===== src/rtl/rs232tx_buffered.sv =====
// Buffered RS-232 transmitter: a power-of-two FIFO feeding a start/data/parity/stop
// frame engine. Bit period is FREQUENCY/BPS clocks; the line is driven from a flop.
module rs232tx_buffered #(
  parameter int FREQUENCY = 50_000_000,
  parameter int BPS       = 115_200,
  parameter int DATA_BITS = 8,
  parameter int PARITY    = 0,
  parameter int STOP_BITS = 1,
  parameter int DEPTH     = 16
) (
  input  logic                         clock,
  input  logic                         reset_n,
  input  logic [DATA_BITS-1:0]         d,
  input  logic                         we,
  output logic                         full,
  output logic [$clog2(DEPTH+1)-1:0]   count,
  output logic                         busy,
  output logic                         overflow,
  output logic                         serial_out
);

  localparam int DIV = FREQUENCY / BPS;
  localparam int BW  = (DIV > 1) ? $clog2(DIV) : 1;
  localparam int AW  = $clog2(DEPTH);
  localparam int CW  = $clog2(DEPTH + 1);
  localparam logic [BW-1:0] BAUD_LAST = BW'(DIV - 1);
  localparam logic [3:0]    DATA_LAST = 4'(DATA_BITS - 1);
  localparam logic [3:0]    STOP_LAST = 4'(STOP_BITS - 1);
  localparam logic [CW-1:0] DEPTH_C   = CW'(DEPTH);

  typedef enum logic [2:0] {IDLE, START, DATA, PAR, STOP} state_t;

  logic [DATA_BITS-1:0] mem [DEPTH];

  state_t               state_q, state_d;
  logic [BW-1:0]        baud_q, baud_d;
  logic [3:0]           bit_q, bit_d;
  logic [DATA_BITS-1:0] shift_q, shift_d;
  logic                 parity_q, parity_d;
  logic [AW-1:0]        wr_ptr_q, wr_ptr_d, rd_ptr_q, rd_ptr_d;
  logic [CW-1:0]        count_q, count_d;
  logic                 busy_q, busy_d;
  logic                 overflow_q, overflow_d;
  logic                 serial_out_q, serial_out_d;
  logic                 wr_en, pop, baud_end;

  always_comb begin
    state_d      = state_q;
    baud_d       = baud_q;
    bit_d        = bit_q;
    shift_d      = shift_q;
    parity_d     = parity_q;
    wr_ptr_d     = wr_ptr_q;
    rd_ptr_d     = rd_ptr_q;
    pop          = 1'b0;
    // full is judged on the pre-edge occupancy, so a same-edge pop never frees room
    wr_en        = we && (count_q != DEPTH_C);
    overflow_d   = overflow_q | (we & (count_q == DEPTH_C));
    baud_end     = (baud_q == BAUD_LAST);

    if (state_q != IDLE) begin
      baud_d = baud_end ? '0 : baud_q + BW'(1);
    end

    case (state_q)
      IDLE: begin
        if (count_q != '0) pop = 1'b1;
      end
      START: begin
        if (baud_end) begin
          state_d = DATA;
          bit_d   = 4'd0;
        end
      end
      DATA: begin
        if (baud_end) begin
          shift_d = {1'b0, shift_q[DATA_BITS-1:1]};
          if (bit_q == DATA_LAST) begin
            bit_d   = 4'd0;
            state_d = (PARITY != 0) ? PAR : STOP;
          end else begin
            bit_d = bit_q + 4'd1;
          end
        end
      end
      PAR: begin
        if (baud_end) state_d = STOP;
      end
      STOP: begin
        if (baud_end) begin
          if (bit_q == STOP_LAST) begin
            // chain straight into the next frame so queued bytes go out gap-free
            if (count_q != '0) pop = 1'b1;
            else               state_d = IDLE;
          end else begin
            bit_d = bit_q + 4'd1;
          end
        end
      end
      default: state_d = IDLE;
    endcase

    if (pop) begin
      state_d  = START;
      baud_d   = '0;
      bit_d    = 4'd0;
      shift_d  = mem[rd_ptr_q];
      parity_d = (PARITY == 1) ? ~(^mem[rd_ptr_q]) : ^mem[rd_ptr_q];
      rd_ptr_d = rd_ptr_q + AW'(1);
    end
    if (wr_en) wr_ptr_d = wr_ptr_q + AW'(1);

    count_d = count_q + CW'(wr_en) - CW'(pop);

    case (state_q)
      START:   serial_out_d = 1'b0;
      DATA:    serial_out_d = shift_q[0];
      PAR:     serial_out_d = parity_q;
      default: serial_out_d = 1'b1;
    endcase

    // the line lags the state by one flop, so stay busy through that last cycle too
    busy_d = (state_d != IDLE) || (count_d != '0) || (state_q != IDLE);
  end

  always_ff @(posedge clock or negedge reset_n) begin
    if (!reset_n) begin
      state_q      <= IDLE;
      baud_q       <= '0;
      bit_q        <= 4'd0;
      shift_q      <= '0;
      parity_q     <= 1'b0;
      wr_ptr_q     <= '0;
      rd_ptr_q     <= '0;
      count_q      <= '0;
      busy_q       <= 1'b0;
      overflow_q   <= 1'b0;
      serial_out_q <= 1'b1;
    end else begin
      state_q      <= state_d;
      baud_q       <= baud_d;
      bit_q        <= bit_d;
      shift_q      <= shift_d;
      parity_q     <= parity_d;
      wr_ptr_q     <= wr_ptr_d;
      rd_ptr_q     <= rd_ptr_d;
      count_q      <= count_d;
      busy_q       <= busy_d;
      overflow_q   <= overflow_d;
      serial_out_q <= serial_out_d;
    end
  end

  // storage has no reset; emptiness is tracked by the pointers and count alone
  always_ff @(posedge clock) begin
    if (wr_en) mem[wr_ptr_q] <= d;
  end

  assign full       = (count_q == DEPTH_C);
  assign count      = count_q;
  assign busy       = busy_q;
  assign overflow   = overflow_q;
  assign serial_out = serial_out_q;

endmodule


===== config.mk =====
export PLATFORM = sky130hd
export DESIGN_NAME = rs232tx_buffered
export DESIGN_NICKNAME = d
export VERILOG_FILES = /design/src/rtl/rs232tx_buffered.sv
export SDC_FILE = /design/constraint.sdc
export NUM_CORES = 1
export LEC_CHECK = 0
export BUFFER_PORTS_ARGS = -buffer_cell sky130_fd_sc_hd__buf_2
export CAP_MARGIN = 10
export CELL_PAD_IN_SITES_DETAIL_PLACEMENT = 1
export CELL_PAD_IN_SITES_GLOBAL_PLACEMENT = 2
export CORE_MARGIN = 5
export CORE_UTILIZATION = 30
export CTS_CLUSTER_DIAMETER = 40
export DETAILED_ROUTE_END_ITERATION = 7
export GPL_ROUTABILITY_DRIVEN = 0
export GPL_TIMING_DRIVEN = 0
export PLACE_DENSITY_LB_ADDON = 0.1
export SLEW_MARGIN = 25
export SYNTH_ARGS = -nofsm -noshare
export SYNTH_HDL_FRONTEND = slang
export SYNTH_SLANG_ARGS = --single-unit
export TNS_END_PERCENT = 50

===== constraint.sdc =====
create_clock -name clock -period 3.24 [get_ports clock]
set_clock_uncertainty 0.1 [all_clocks]
set_input_delay 0.81 -clock clock [delete_from_list [all_inputs] [get_ports clock]]
set_output_delay 0.81 -clock clock [all_outputs]
set_load 0.005 [all_outputs]

==> impl_metrics.py <==
metrics = {
    "yosys": {
        "yosys.area.top_type_share_pct": 53.18,
        "synth-xor-area-share_pct": 2.960,
        "synthSimpleGateAreaFrac_pct": 7.738,
        "synth_area_um2": 7228,
        "yosys.area_share.adder_pct": 2.873,
        "synth_top_family_by_area": "multiplexers",
        "ys.warnings.count": 0,
        "synth_cells": 442,
        "yosysTopAreaCell": "edfxtp_1",
        "synthTopCellsByArea": "edfxtp_1, dfrtp_1, mux4_2",
        "ys.flop_type": "edfxtp_1",
        "avgSynthCellArea_um2": 16.35,
        "synthArstFlopShare_pct": 24.26,
        "syn-num-nets": 469,
        "yosysSeqAreaShare_pct": 67.39,
        "synth-seq-cells": 169,
        "synth_enable_flop_cells": 128,
        "muxShareOfSynthArea_pct": 12.29,
        "synth_compound_area_share_pct": 4.189,
        "synth_cell_types": 51,
    },
    "worst_setup_path": {
        "critPathBufInv": 3,
        "worstPathArrival_ns": 3.43,
        "path_class": "flip-flop to flip-flop",
        "cp-start-kind": "flip-flop",
        "cp_slowest_cell": "dfrtp_1",
        "slowest_delay_ns": 0.40,
        "cp_max_fo": 2,
        "cp_cell_sequence": "inv_2 -> ha_4 -> nand4b_1 -> nor4_4 -> nand2_2 -> a2111oi_4 -> buf_6 -> ha_4 -> inv_2 -> ha_4 -> fa_2 -> a21oi_2 -> nor2_1 -> nor2_1 -> xnor2_1 -> nor2_1 -> nand4b_1",
        "endpoint_kind": "flip-flop",
        "critPathRequiredTime_ns": 3.42,
        "critPathTopFamily": "simple AND/OR/NAND/NOR gates",
    },
    "cells_and_area": {
        "fin_nets": 523,
        "fill_cells": 2423,
        "syn2layout_area_growth_pct": 18.56,
        "fin_util_pct": 36.29,
        "num_antenna_cells": 0,
        "final_common_cell": "edfxtp_1",
        "drive_above_1_share_pct": 25.74,
        "finalInstanceArea_um2": 8569,
        "most-common-layout-cells": "edfxtp_1, dfrtp_1, nand2_1, buf_2, mux4_2",
    },
    "clock_tree": {
        "clockBufferDepth": 2,
        "clk_latency_ns": 0.44,
        "cts_tree": "yes",
        "cts_buffers": 17,
        "clk_pin_slew_ns": 0.08,
        "cts.sink_count": 169,
        "h-tree-depth": 4,
        "ctsRootBufferMaster": "clkbuf_16",
    },
    "power": {
        "p_switching_mw": 1.623,
        "vdd_drop_max_uv": 373.8,
        "power_frac_comb_pct": 15.9,
        "p_leak_nw": 3.034,
        "clkPwrFrac_pct": 36.6,
        "sw_frac_of_total_pct": 28.82,
        "internal-power_mw": 4.009,
        "pwr_density_cell_nw_per_um2": 657.2,
        "pwr-share-seq_pct": 47.5,
    },
    "timing": {
        "setup_viol": 1,
        "slew_viol_final": 0,
        "slew_headroom_pct": 34.85,
        "period_needed_ns": 3.245,
        "fin_crit_sh_pct": 100.2,
        "whs_ns": 0.2662,
        "final-hold-violation-count": 0,
        "tightest_slew_ns": 0.9736,
        "rsz0062_at_grt": "yes",
        "setup_slack_ns": -0.005250,
        "fmax_mhz": 308.1,
    },
    "floorplan": {
        "core_um2": 23610,
        "placementRows": 56,
        "ios": 20,
        "die-width_um": 165.2,
        "start_util_pct": 30.61,
        "dieArea_um2": 27300,
        "die_height_um": 165.2,
    },
    "route": {
        "ant_nets": 0,
        "wl_met3_um": 295,
        "drtPass1Iterations": 4,
        "met2RoutedLength_mm": 8.340,
        "vias": 3887,
        "viasPerCell": 4.694,
        "drc": 0,
        "dr.first_iter.drc_count": 238,
        "highest_layer": "met4",
        "wire_per_inst_um": 19.97,
        "drt_wl_total_mm": 16.54,
        "drt-met1-wl_mm": 7.738,
    },
    "outcome": {
        "violations": "negative setup slack",
        "status": "finished, violations left",
    },
    "global_route": {
        "grt_util_all_layers_pct": 13.02,
        "grt_antenna_before_repair": 0,
        "grt_max_degree": 42,
        "grt_pass1_vias": 4298,
        "grt_pass1_wl_mm": 25.90,
        "globalRoute.totalOverflow": 0,
    },
    "run": {
        "drv_cap": 0,
    },
    "place": {
        "placed_cell_area_um2": 7816,
        "place_hpwl_mm": 11.22,
        "port_buffers": 19,
        "dp_slack_ns": -0.8407,
    },
    "hold_path": {
        "hold_class": "input pin to async pin",
    },
}
## path summary, 6_finish.rpt
kind,startpoint,endpoint,slack (ns),cells after the start
max in group asynchronous,reset_n,baud_q[0],2.35,1
min in group clock,overflow,overflow,0.37,1
worst min register to register,overflow,overflow,0.37,1
worst min-delay path,reset_n,baud_q[8],0.27,1
worst max register to register,baud_q[1],busy,-0.005,17
worst max-delay path,baud_q[1],busy,-0.005,17
## layout make-up
cell class / count / area [um2] / share of cell area, %
timing repair buffer: 35 / 202.7 / 2.365
clock inverter: 15 / 183.9 / 2.146
tap: 319 / 399.1 / 4.658
buffer: 18 / 121.4 / 1.416
sequential: 169 / 4872 / 56.85
clock buffer: 17 / 425.4 / 4.964
inverter: 19 / 75.07 / 0.8760
multi-input combinational: 236 / 2290 / 26.72
## through the flow
step / total power [mW] / instances / TNS (ns)
6_report: 5.632 / 828 / -0.005250
5_1_grt: 5.930 / 828 / -0.4338
4_1_cts: 5.677 / 825 / -0.06767
3_5_place_dp: 3.561 / 786 / -2.547
3_3_place_gp: 3.492 / 780 / -22.84
2_1_floorplan: 3.218 / 442 / -0.06703
## layer usage
layer,up-vias,global-route usage [%]
met4,0,3.970
met5,-,0
met3,10,2.457
li1,1798,-
met2,32,21.57
met1,2047,17.44
## power by group through the flow
stage / clock network, mW / logic, mW / registers [mW]
floorplan: 0 / 0.524 / 2.69
global placement: 0 / 0.785 / 2.71
detailed placement: 0 / 0.838 / 2.72
CTS: 2.12 / 0.875 / 2.68
global route: 2.23 / 1.00 / 2.70
finish: 2.06 / 0.894 / 2.68
## state kept, by name (all words and copies together), names as in the netlist
signal and cells:
state_q 3, count 5, shift_q 8, parity_q 1, baud_q 9, wr_ptr_q 4, overflow 1, serial_out 1
bit_q 4, rd_ptr_q 4, busy 1, mem 128
## Yosys cell counts (4+ instances only)
library cell and n:
nand2_1 34, a22oi_1 11, buf_2 6, nor4_1 5, edfxtp_1 128, mux4_2 23, mux4_1 11, and2_1 11
mux2i_1 7, nand4_1 4, ha_1 15, o21ai_0 20, dfrtp_1 40, a21oi_1 10, nand2b_1 4, inv_1 19
nor2_1 21, xnor2_1 13, nand3_1 4, nor2b_1 5, xor2_1 7, clkbuf_1 8
## what timing repair did
action | in CTS | in global routing
hold buffers | 0 | 0
cloned | 0 | 0
setup buffers | 7 | 3
gates resized for setup | 13 | 1
pin swaps | 8 | 8
setup endpoints to repair | 6 | 2
endpoints found under the hold margin | 0 | 0
## cell families (layout without fill, tap and decap cells)
| group | count (synthesis) | count (layout) |
|---|---|---|
| DFF | 169 | 169 |
| and+or+nand+nor | 107 | 107 |
| AOI/OAI and AO/OA | 49 | 49 |
| muxes | 42 | 42 |
| buffers and inverters | 37 | 104 |
| xor gates and xnor gates | 22 | 22 |
| adders and majority gates | 16 | 16 |
(Power assumes the default switching activity.)
